$ cat src/rtl/seg7_pkg.sv
// Shared constants for the hh:mm 7-segment display path.
package seg7_pkg;

    // Segment patterns, bit order {g,f,e,d,c,b,a}, active-high.
    localparam logic [6:0] SEG_0     = 7'h3F;
    localparam logic [6:0] SEG_1     = 7'h06;
    localparam logic [6:0] SEG_2     = 7'h5B;
    localparam logic [6:0] SEG_3     = 7'h4F;
    localparam logic [6:0] SEG_4     = 7'h66;
    localparam logic [6:0] SEG_5     = 7'h6D;
    localparam logic [6:0] SEG_6     = 7'h7D;
    localparam logic [6:0] SEG_7     = 7'h07;
    localparam logic [6:0] SEG_8     = 7'h7F;
    localparam logic [6:0] SEG_9     = 7'h6F;
    localparam logic [6:0] SEG_DASH  = 7'h40;
    localparam logic [6:0] SEG_BLANK = 7'h00;

    // Digit positions on the display.
    localparam logic [1:0] MIN_U = 2'd0;
    localparam logic [1:0] MIN_T = 2'd1;
    localparam logic [1:0] HR_U  = 2'd2;
    localparam logic [1:0] HR_T  = 2'd3;

    // Per-slot phase: dark gap first, then the digit is lit.
    typedef enum logic {
        ST_BLANK = 1'b0,
        ST_SHOW  = 1'b1
    } slot_state_e;

endpackage

$ cat src/rtl/seg7_scan_drv_if.sv
// Digit bundle from the minute/hour counter chain to the display driver.
interface seg7_scan_drv_if;
    logic [3:0] digit0;   // minute units
    logic [3:0] digit1;   // minute tens
    logic [3:0] digit2;   // hour units
    logic [3:0] digit3;   // hour tens
    logic       lz_en;    // blank a zero hour-tens digit
    logic       colon;    // colon request, level

    modport master (output digit0, digit1, digit2, digit3, lz_en, colon);
    modport slave  (input  digit0, digit1, digit2, digit3, lz_en, colon);
endinterface

$ cat src/rtl/seg7_dec.sv
// BCD digit code to 7-segment pattern; codes 10..15 render as a dash.
module seg7_dec
    import seg7_pkg::*;
(
    input  logic [3:0] code_i,
    output logic [6:0] seg_o
);

    // Pure lookup; anything outside 0..9 falls through to the dash.
    always_comb begin
        seg_o = SEG_DASH;
        case (code_i)
            4'd0:    seg_o = SEG_0;
            4'd1:    seg_o = SEG_1;
            4'd2:    seg_o = SEG_2;
            4'd3:    seg_o = SEG_3;
            4'd4:    seg_o = SEG_4;
            4'd5:    seg_o = SEG_5;
            4'd6:    seg_o = SEG_6;
            4'd7:    seg_o = SEG_7;
            4'd8:    seg_o = SEG_8;
            4'd9:    seg_o = SEG_9;
            default: seg_o = SEG_DASH;
        endcase
    end

endmodule

$ cat src/rtl/seg7_scan_drv.sv
// Four-digit multiplexed 7-segment scan driver with inter-digit blanking.
// A snapshot of all digits is taken at the start of each frame so the
// four slots of a frame always show one coherent time value.
module seg7_scan_drv
    import seg7_pkg::*;
#(
    parameter int SCAN_CYC  = 250,
    parameter int BLANK_CYC = 4
) (
    input  logic                  clk_i,
    input  logic                  rst_i,
    seg7_scan_drv_if.slave        dig_if,
    output logic [6:0]            seg_o,
    output logic [3:0]            an_o,
    output logic                  dp_o
);

    localparam int             CW         = $clog2(SCAN_CYC);
    localparam logic [CW-1:0]  CNT_MAX    = CW'(SCAN_CYC - 1);
    localparam logic [CW-1:0]  CNT_PRE_SH = CW'(BLANK_CYC - 1);

    logic [CW-1:0]    cnt_q, cnt_d;
    logic [1:0]       idx_q, idx_d;
    slot_state_e      state_q;
    logic [3:0][3:0]  snap_q;
    logic             lz_q, colon_q;

    logic             wrap, snap_en, lz_blank;
    logic [3:0]       cur_code;
    logic [6:0]       dec_seg;

    // Slot/digit sequencing and selection of the digit being shown.
    always_comb begin
        wrap     = (cnt_q == CNT_MAX);
        cnt_d    = wrap ? '0 : cnt_q + 1'b1;
        idx_d    = wrap ? idx_q + 2'd1 : idx_q;
        snap_en  = (cnt_q == '0) && (idx_q == MIN_U);
        cur_code = snap_q[idx_q];
        lz_blank = lz_q && (idx_q == HR_T) && (cur_code == 4'd0);
    end

    seg7_dec u_dec (
        .code_i (cur_code),
        .seg_o  (dec_seg)
    );

    // Capture the whole display value once per frame.
    always_ff @(posedge clk_i) begin
        if (rst_i) begin
            snap_q  <= '0;
            lz_q    <= 1'b0;
            colon_q <= 1'b0;
        end else if (snap_en) begin
            snap_q[MIN_U] <= dig_if.digit0;
            snap_q[MIN_T] <= dig_if.digit1;
            snap_q[HR_U]  <= dig_if.digit2;
            snap_q[HR_T]  <= dig_if.digit3;
            lz_q          <= dig_if.lz_en;
            colon_q       <= dig_if.colon;
        end
    end

    // Counters, BLANK/SHOW FSM and registered pad outputs. state_q is
    // SHOW exactly while cnt_q >= BLANK_CYC, so outputs lag (cnt, idx)
    // by one cycle.
    always_ff @(posedge clk_i) begin
        if (rst_i) begin
            cnt_q   <= '0;
            idx_q   <= MIN_U;
            state_q <= ST_BLANK;
            seg_o   <= SEG_BLANK;
            an_o    <= 4'b0000;
            dp_o    <= 1'b0;
        end else begin
            cnt_q <= cnt_d;
            idx_q <= idx_d;
            case (state_q)
                ST_BLANK: begin
                    seg_o <= SEG_BLANK;
                    an_o  <= 4'b0000;
                    dp_o  <= 1'b0;
                    if (cnt_q == CNT_PRE_SH) state_q <= ST_SHOW;
                end
                ST_SHOW: begin
                    seg_o <= lz_blank ? SEG_BLANK : dec_seg;
                    an_o  <= 4'b0001 << idx_q;
                    dp_o  <= colon_q && (idx_q == HR_U);
                    if (wrap) state_q <= ST_BLANK;
                end
                default: state_q <= ST_BLANK;
            endcase
        end
    end

endmodule
$ cat src/flat_wrapper.sv
// flat-port wrapper written by rule: the top's interface ports become plain ports
module seg7_scan_drv_flat import seg7_pkg::*;
#(
    parameter int SCAN_CYC  = 250,
    parameter int BLANK_CYC = 4
)
  (clk_i, rst_i, seg_o, an_o, dp_o, dig_if_digit0, dig_if_digit1, dig_if_digit2, dig_if_digit3, dig_if_lz_en, dig_if_colon);
  seg7_scan_drv_if dig_if_i ();
  input  logic clk_i;
  input  logic rst_i;
  output logic [6:0] seg_o;
  output logic [3:0] an_o;
  output logic dp_o;
  input wire logic [$bits(dig_if_i.digit0)-1:0] dig_if_digit0;
  input wire logic [$bits(dig_if_i.digit1)-1:0] dig_if_digit1;
  input wire logic [$bits(dig_if_i.digit2)-1:0] dig_if_digit2;
  input wire logic [$bits(dig_if_i.digit3)-1:0] dig_if_digit3;
  input wire logic [$bits(dig_if_i.lz_en)-1:0] dig_if_lz_en;
  input wire logic [$bits(dig_if_i.colon)-1:0] dig_if_colon;
  assign dig_if_i.digit0 = dig_if_digit0;
  assign dig_if_i.digit1 = dig_if_digit1;
  assign dig_if_i.digit2 = dig_if_digit2;
  assign dig_if_i.digit3 = dig_if_digit3;
  assign dig_if_i.lz_en = dig_if_lz_en;
  assign dig_if_i.colon = dig_if_colon;
  seg7_scan_drv #(.SCAN_CYC(SCAN_CYC), .BLANK_CYC(BLANK_CYC)) u_core (.clk_i(clk_i), .rst_i(rst_i), .dig_if(dig_if_i), .seg_o(seg_o), .an_o(an_o), .dp_o(dp_o));
endmodule
$ cat config.mk
export PLATFORM = sky130hd
export DESIGN_NAME = seg7_scan_drv_flat
export DESIGN_NICKNAME = d
export VERILOG_FILES = /design/src/rtl/seg7_pkg.sv /design/src/rtl/seg7_scan_drv_if.sv /design/src/rtl/seg7_dec.sv /design/src/rtl/seg7_scan_drv.sv /design/src/flat_wrapper.sv
export SDC_FILE = /design/constraint.sdc
export NUM_CORES = 1
export LEC_CHECK = 0
export ABC_AREA = 1
export CAP_MARGIN = 10
export CORE_AREA = 3 3 91 50
export DETAILED_ROUTE_END_ITERATION = 12
export DIE_AREA = 0 0 94 53
export PLACE_DENSITY = 0.79
export SYNTH_ARGS = -nofsm -noshare
export SYNTH_HDL_FRONTEND = slang
export SYNTH_HIERARCHICAL = 1
export SYNTH_SLANG_ARGS = --single-unit
$ cat constraint.sdc
create_clock -name clk_i -period 2.2 [get_ports clk_i]
set_input_delay 0.33 -clock clk_i [delete_from_list [all_inputs] [get_ports clk_i]]
set_output_delay 0.33 -clock clk_i [all_outputs]
set_load 0.02 [all_outputs]
# Word level (Yosys, flattened, before mapping)
# Memories as Yosys holds them, arrays and structs flattened.
# Cells that the tools add are included.
[word_totals] word_cells=39 output_inout_bits=12 reg_bits=41 memories=1 inputBits=20 romBits=112
[classes] magnitude_cmp=1 n_addsub=2 n_shift=1 n_bitwise=1 mux=9 n_reduce_logical=8 eq_ne=4
[mem_list] memory="(name not given)" words=16 width=7 rd=1 rd_clocked_by_memory_dff=0 wr=0 line="seg7_dec.sv:12" rtl="case (code_i)"
[op_table] op="7-bit case mux with 2 select lines" n=1
[op_table] op="8-bit by 1-bit adder with 8-bit output (second input constant)" n=1
[op_table] op="4-bit binary-select mux with 2-bit select" n=1
[op_table] op="8-bit by 2-bit equality test with 1-bit output (second input constant)" n=1
[op_table] op="8-bit equality test (second input constant)" n=1
[op_table] op="8-bit zero test" n=1
[op_table] op="4-bit case mux with 2 select lines" n=1
[op_table] op="7-bit two-way mux" n=1
[op_table] op="2-bit equality test (second input constant)" n=2
[op_table] op="1-bit logical AND" n=4
[op_table] op="4-bit zero test" n=1
[op_table] op="4-bit two-way mux" n=1
[op_table] op="1-bit case mux with 2 select lines" n=2
[op_table] op="1-bit by 2-bit left shift with 4-bit output (first input constant)" n=1
[op_table] op="2-bit by 3-bit less-than comparator with 1-bit output (second input constant)" n=1
[op_table] op="2-bit by 1-bit adder with 2-bit output (second input constant)" n=1
[op_table] op="2-bit zero test" n=1
[op_table] op="1-bit two-way mux" n=2
[op_table] op="2-bit OR reduction" n=1
[op_table] op="1-bit inverter" n=1

# Depth between registers and ports, before layout
# Gate-level depths: netlist of run 1.
[logic_depth] depth_word=6 ltp_mapped=15 ltp_nobuf=14

# By module
# Netlist of run 1, hierarchy kept.
[by_module_without_submodules] mod="seg7_scan_drv" n_inst=1 area_each_um2=1725.4 cells_each=225
[by_module_without_submodules] mod="seg7_dec" n_inst=1 area_each_um2=209.0 cells_each=39

# Worst setup path before layout of run 1
# OpenSTA, ideal clock, no wires.
[synth_path] kind="register to register" from="register u_core.idx_q[0]" to="register u_core.seg_o[3]" stages_incl_launch_ff=15 slack_ps=591 n_path_buf=1 setup_time_ps=123 t_required_ps=2077 arrival_time_ps=1487 path_cell_list="dfxtp_1 > inv_1 > buf_2 > nand2_1 > nand3_1 > nand2_1 > inv_1 > inv_1 > ha_1 > nand2_1 > nand2_1 > nand2_1 > nand2_1 > inv_1 > nor2_1"
[synth_between] elab_cells_between_ends=9 cone_classes="eq/ne: 1; mux: 4; reduce/logical: 3; memory: 1"
[synth_rtl] item="from (decl)" line="seg7_scan_drv.sv:23" rtl="logic [1:0] idx_q, idx_d;"
[synth_rtl] item="from (signal assigned)" line="seg7_scan_drv.sv:76" rtl="idx_q <= idx_d;"
[synth_rtl] item="4-bit binary-select mux with 2-bit select" line="seg7_scan_drv.sv:38" rtl="cur_code = snap_q[idx_q];"
[synth_rtl] item="4-bit two-way mux (implied by the code)" line="seg7_scan_drv.sv:38"
[synth_rtl] item="net u_core.cur_code[0]" line="seg7_scan_drv.sv:29" rtl="logic [3:0] cur_code;"
[synth_rtl] item="memory 16 x 7 bit"
[synth_rtl] item="net u_core.dec_seg[3]" line="seg7_scan_drv.sv:30" rtl="logic [6:0] dec_seg;"
[synth_rtl] item="7-bit two-way mux" line="seg7_scan_drv.sv:85" rtl="seg_o <= lz_blank ? SEG_BLANK : dec_seg;"
[synth_rtl] item="7-bit case mux with 2 select lines" line="seg7_scan_drv.sv:77" rtl="case (state_q)"
[synth_rtl] item="to (signal assigned)" line="seg7_scan_drv.sv:85"
[synth_rtl] item="to (decl)" line="seg7_scan_drv.sv:13" rtl="output logic [6:0] seg_o,"
# The timed path passes the listed nets, and every way through them passes these cells. The select of a mux whose other input is x is not followed.
# A chain may end at the register's enable or synchronous reset.

# Worst setup path in the final report of run 1
# Ends and elaborated chain as after synthesis.

==> results_dict.tcl, run 1 <==
set metrics [dict create \
    initial_core_util 0.5086 \
    place_congestion 0.7814 \
    clk_pin_slew_ns 0.08 \
    clock_path_buffers 2 \
    reg2reg_slack_ns 0.32 \
    hold_slack_ns 0.4497 \
    drc 0 \
    hold_path.class "reg -> reg" \
    die_area_um2 4982 \
    worstPathMaxFanout 14 \
    swShare 0.2736 \
    end_kind "flip-flop" \
    wl_mm 4.122 \
    critPathArrivalTime_ns 2.06 \
    switchingPower_mw 0.4526 \
    p_per_area_nw_per_um2 693.7 \
    die_h_um 53 \
    numClockSinks 41 \
    vdd.ir_drop.worst_v 0.0002971 \
    grt_pass1_vias 1565 \
    die_w_um 94 \
    critPathMaxStageDelay_ns 0.31 \
    report.final.slew_viol_count 0 \
    place_ws_ns 0.3615 \
    internal-power_mw 1.202 \
    wl_per_cell_um 11.74 \
    crit_type "reg -> reg" \
    min_period_over_period 0.8557 \
    rsz0062_at_grt "no" \
    outcome "finished, final reports clean" \
    rows 16 \
    final_common_cell "nand2_1" \
    power_frac_comb 0.178 \
    slew-limit-headroom 0.5862 \
    tritoncts "built" \
    synthCells 264 \
    post-dp-hpwl_mm 3.014 \
    crit_top_cell "nand2_1" \
    r2r_start "u_core/idx_q[0]" \
    drt_iter0_drc 83 \
    instances_no_fill 351 \
    root_buffer "clkbuf_8" \
    finalCriticalPeriod_ns 1.883 \
    hold_violations 0 \
    cts_resized 0 \
    clk_latency_ns 0.29 \
    port_buffers 31 \
    antenna_cells 0 \
    synth_nets 296 \
    grt_antenna_before_repair 0 \
    setup_violations 0 \
    fmax_mhz 531.2 \
    skew_ns 0.004236 \
    viasPerCell 5.063 \
    num_vias 1777 \
    place_inst 343 \
    yosys.cell_types.count 23 \
    p_seq_frac 0.496 \
    clkPwrFrac 0.325 \
    min_from "u_core/colon_q" \
    layout_common_cells "nand2_1 (58), dfxtp_1 (41), nor2_1 (35), clkdlybuf4s50_1 (31), inv_1 (31)" \
    whs_endpoint "u_core/dp_o" \
    drive_above_1_share 0.06061 \
    yosysWarnings 6 \
    r2r-end "u_core/seg_o[3]" \
    cts-hold-fix-buffers 0 \
    syn_area_um2 1934 \
    worstPathCellList "inv_1 -> nand2_1 -> nand3_1 -> nand2_1 -> inv_1 -> inv_1 -> ha_1 -> nand2_1 -> nand2_1 -> nand2_1 -> nand2_1 -> inv_1 -> nor2_1" \
    syn2layout_area_growth_pct 23.29 \
    fin_ws_ns 0.3174 \
    p_leak_nw 1.057 \
    cp_slowest_cell "dfxtp_1" \
    required_ns 2.38 \
    yosysSeqAreaShare 0.4243 \
    layout.nets 328 \
    detail-route-antenna-nets 0 \
    io_pins 32 \
    ys_ff_latch 41 \
    grt_pass1_wl_mm 6.734 \
    cp-start-kind "flip-flop" \
    coreArea_um2 3804 \
    holdPathStages 2 \
    grt_max_degree 21 \
    firstDrtPassIters 4 \
    power_mw 1.654 \
    startpoint "u_core/idx_q[0]" \
    h-tree-depth 2 \
    postCtsSetupBuffers 0 \
    max_slew.worst_pin.slew_ns 0.6187 \
    syn_avg_cell_area_um2 7.327 \
    tns_ns 0 \
    rr_worst_depth 13 \
    grt.total_usage 0.1748 \
    cts_made_buffers 5 \
    max_cap_violations 0 \
    grt_overflow 0 \
]
-- synthesized netlist by cell type, drive strengths merged --
master / count / share of area
a21oi: 5 / 0.013
buf: 7 / 0.025
clkbuf: 3 / 0.0058
dfxtp: 41 / 0.42
ha: 12 / 0.078
inv: 33 / 0.064
nand2: 59 / 0.12
nand3: 16 / 0.041
nand4: 1 / 0.0032
nor2: 35 / 0.068
nor3: 6 / 0.021
nor3b: 2 / 0.0078
nor4: 18 / 0.058
o211ai: 1 / 0.0039
o21ai: 22 / 0.057
o21bai: 1 / 0.0058
o31ai: 1 / 0.0039
or2: 1 / 0.0045
-- flip-flops by register name, summed over array words and instances, names as in the netlist --
register	count
u_core/snap_q	16
u_core/an_o	4
u_core/colon_q	1
u_core/idx_q	2
u_core/seg_o	7
u_core/lz_q	1
u_core/cnt_q	8
u_core/state_q	1
u_core/dp_o	1
-- stage by stage --
| step | instance area (um^2) | utilization |
|---|---|---|
| 2_1_floorplan | 1934 | - |
| 3_3_place_gp | 2283 | 0.6003 |
| 3_5_place_dp | 2283 | 0.6003 |
| 4_1_cts | 2385 | 0.6270 |
| 5_1_grt | 2385 | 0.6270 |
| 6_report | 2385 | 0.6270 |
-- worst max-delay path: cells and delay by family, from the launching register on --
kind                       cells  cell delay, ns
buffers and inverters          4            0.59
and+or+nand+nor                8            0.58
DFF                            1            0.31
adders and majority gates      1            0.28
-- how the worst max path moves through the flow --
stage,cells past startpoint,slack [ns],end
2_1_floorplan,14,0.59,u_core/seg_o[3]
3_3_place_gp,13,0.44,u_core/seg_o[3]
3_5_place_dp,13,0.36,u_core/seg_o[3]
4_1_cts,13,0.35,u_core/seg_o[3]
5_1_grt,13,0.15,u_core/seg_o[3]
6_report,13,0.32,u_core/seg_o[3]
-- area by class of cell --
cell class                      count  area [um^2]
Sequential cell                    41        820.8
Timing Repair Buffer               35        340.3
Fill cell                         333         1419
Inverter                           33        123.9
Clock inverter                      1        5.005
Multi-Input combinational cell    180        930.9
Tap cell                           54        67.56
Clock buffer                        7        96.34
-- layer usage --
metal | routed length (um) | track usage
met2 | 1971 | 0.3020
met5 | 0 | 0
met1 | 1908 | 0.2069
met4 | 40 | 0.05036
met3 | 202 | 0.06250
-- logic make-up (layout without fill, tap and decap cells) --
group                    Yosys count  count (layout)  synth area share
AO/OA/AOI/OAI                     30              30           0.08344
adder cells (fa/ha/maj)           12              12           0.07762
buffers and inverters             43              76           0.09443
flip-flops                        41              41            0.4243
AND/OR/NAND/NOR                  138             138            0.3202
-- power groups by stage --
stage | clock network, mW | registers (mW) | logic, mW
2_1_floorplan | 0 | 0.833 | 0.210
3_3_place_gp | 0 | 0.837 | 0.284
3_5_place_dp | 0 | 0.836 | 0.293
4_1_cts | 0.554 | 0.820 | 0.295
5_1_grt | 0.577 | 0.827 | 0.334
6_report | 0.538 | 0.821 | 0.295
No activity file was read; power rests on OpenSTA's default activity.
==> run 2, diff against run 1 <==
--- a/config.mk
+++ b/config.mk
@@ -6,11 +6,11 @@
 export NUM_CORES = 1
 export LEC_CHECK = 0
 export ABC_AREA = 1
-export CAP_MARGIN = 10
-export CORE_AREA = 3 3 91 50
+export CORE_AREA = 3 3 65 67
 export DETAILED_ROUTE_END_ITERATION = 12
-export DIE_AREA = 0 0 94 53
-export PLACE_DENSITY = 0.79
+export DIE_AREA = 0 0 68 70
+export PLACE_DENSITY = 0.8
+export SKIP_CTS_REPAIR_TIMING = 1
 export SYNTH_ARGS = -nofsm -noshare
 export SYNTH_HDL_FRONTEND = slang
 export SYNTH_HIERARCHICAL = 1
==> results_dict.tcl, run 2 (synthesis results as in run 1) <==
set metrics [dict create \
    grt_overflow 0 \
    holdPathStages 2 \
    die_h_um 70 \
    layout_common_cells "nand2_1 (58), dfxtp_1 (41), nor2_1 (35), clkdlybuf4s50_1 (31), inv_1 (31)" \
    drive_above_1_share 0.05424 \
    finalInstanceArea_um2 2350 \
    wl_mm 3.694 \
    clock_path_buffers 2 \
    die_area_um2 4760 \
    antenna_cells 0 \
    num_vias 1695 \
    end_kind "flip-flop" \
    hold_path.class "reg -> reg" \
    r2r-end "u_core/seg_o[3]" \
    syn2layout_area_growth_pct 21.47 \
    outcome "finished, final reports clean" \
    top_regs "u_core/snap_q x16, u_core/cnt_q x8, u_core/seg_o x7" \
    coreArea_um2 3689 \
    critPathArrivalTime_ns 1.98 \
    grt_pass1_wl_mm 6.451 \
    finalCriticalPeriod_ns 1.805 \
    firstDrtPassIters 4 \
    reg2reg_slack_ns 0.40 \
    cts_made_buffers 5 \
    fmax_mhz 554.1 \
    max_slew.worst_pin.slew_ns 0.6143 \
    report.final.slew_viol_count 0 \
    numClockSinks 41 \
    place_congestion 0.8518 \
    whs_endpoint "u_core/dp_o" \
    wl_per_cell_um 10.77 \
    largest_register_ffs 16 \
    die_w_um 68 \
    startpoint "u_core/idx_q[0]" \
    grt_max_degree 21 \
    cp-start-kind "flip-flop" \
    top_register "u_core/snap_q" \
    final_common_cell "nand2_1" \
    layout.nets 328 \
    p_leak_nw 1.042 \
    clk_pin_slew_ns 0.08 \
    tritoncts "built" \
    max_cap_violations 0 \
    p_per_area_nw_per_um2 660.7 \
    grt_pass1_vias 1520 \
    worstPathMaxFanout 14 \
    root_buffer "clkbuf_8" \
    drt_iter0_drc 61 \
    placed_cell_area_um2 2276 \
    skew_ns 0.009478 \
    post-dp-hpwl_mm 2.722 \
    rows 22 \
    min_from "u_core/colon_q" \
    setup_violations 0 \
    min_period_over_period 0.8204 \
    clk_latency_ns 0.29 \
    grt.total_usage 0.1745 \
    tns_ns 0 \
    io_pins 32 \
    rr_worst_depth 13 \
    crit_type "reg -> reg" \
    rsz0062_at_grt "no" \
    drc 0 \
    hold_violations 0 \
    r2r_start "u_core/idx_q[0]" \
    grt_antenna_before_repair 0 \
    initial_core_util 0.5244 \
    required_ns 2.37 \
    detail-route-antenna-nets 0 \
    h-tree-depth 2 \
    vdd.ir_drop.worst_v 0.0003756 \
    viasPerCell 4.942 \
    slew-limit-headroom 0.5891 \
    port_buffers 31 \
]
==> run 2: final cells by class <==
class                      count  area (um^2)
timing repair buffer          35        340.3
inverter                      33        123.9
multi-input combinational    180        930.9
clock buffer                   5        68.82
clock inverter                 1        5.005
fill                         348         1339
sequential                    41        820.8
tap                           48        60.06
==> run 2: routing by layer <==
layer  vias up  part of all wire  track usage
met5         -                 0            0
met1       740              0.46       0.2237
met2        34              0.47       0.2741
li1        914                 -            -
met4         0             0.018      0.07726
met3         7             0.053      0.03859
==> run 2: power by group <==
group / internal, mW / switching, mW
sequential: 0.793 / 0.0272
clock: 0.208 / 0.234
combinational: 0.125 / 0.165
total: 1.13 / 0.426
==> run 2: worst max-delay path by stage <==
stage,to,cells past startpoint,slack (ns)
final,u_core/seg_o[3],13,0.40
after global routing,u_core/seg_o[3],13,0.13
after CTS,u_core/seg_o[3],13,0.38
after detailed placement,u_core/seg_o[3],13,0.40
after global placement,u_core/seg_o[3],13,0.46
after floorplan,u_core/seg_o[3],14,0.59
==> run 2: critical path, cell delays in order (launching register included) <==
cell	delay, ns
dfxtp_1	0.31
inv_1	0.29
nand2_1	0.10
nand3_1	0.10
nand2_1	0.07
inv_1	0.11
inv_1	0.11
ha_1	0.28
nand2_1	0.08
nand2_1	0.06
nand2_1	0.05
nand2_1	0.05
inv_1	0.05
nor2_1	0.04
==> run 2: through the flow <==
step           setup slack [ns]  cells  utilization  power (mW)  hold WS, ns
2_1_floorplan            0.5905    264            -       1.043       0.4119
4_1_cts                  0.3766    343       0.6370       1.570       0.4546
5_1_grt                  0.1282    343       0.6370       1.646       0.4944
6_report                 0.3951    343       0.6370       1.552       0.4534
3_5_place_dp             0.3970    337       0.6170       1.126       0.4380
3_3_place_gp             0.4567    337       0.6170       1.119       0.4322
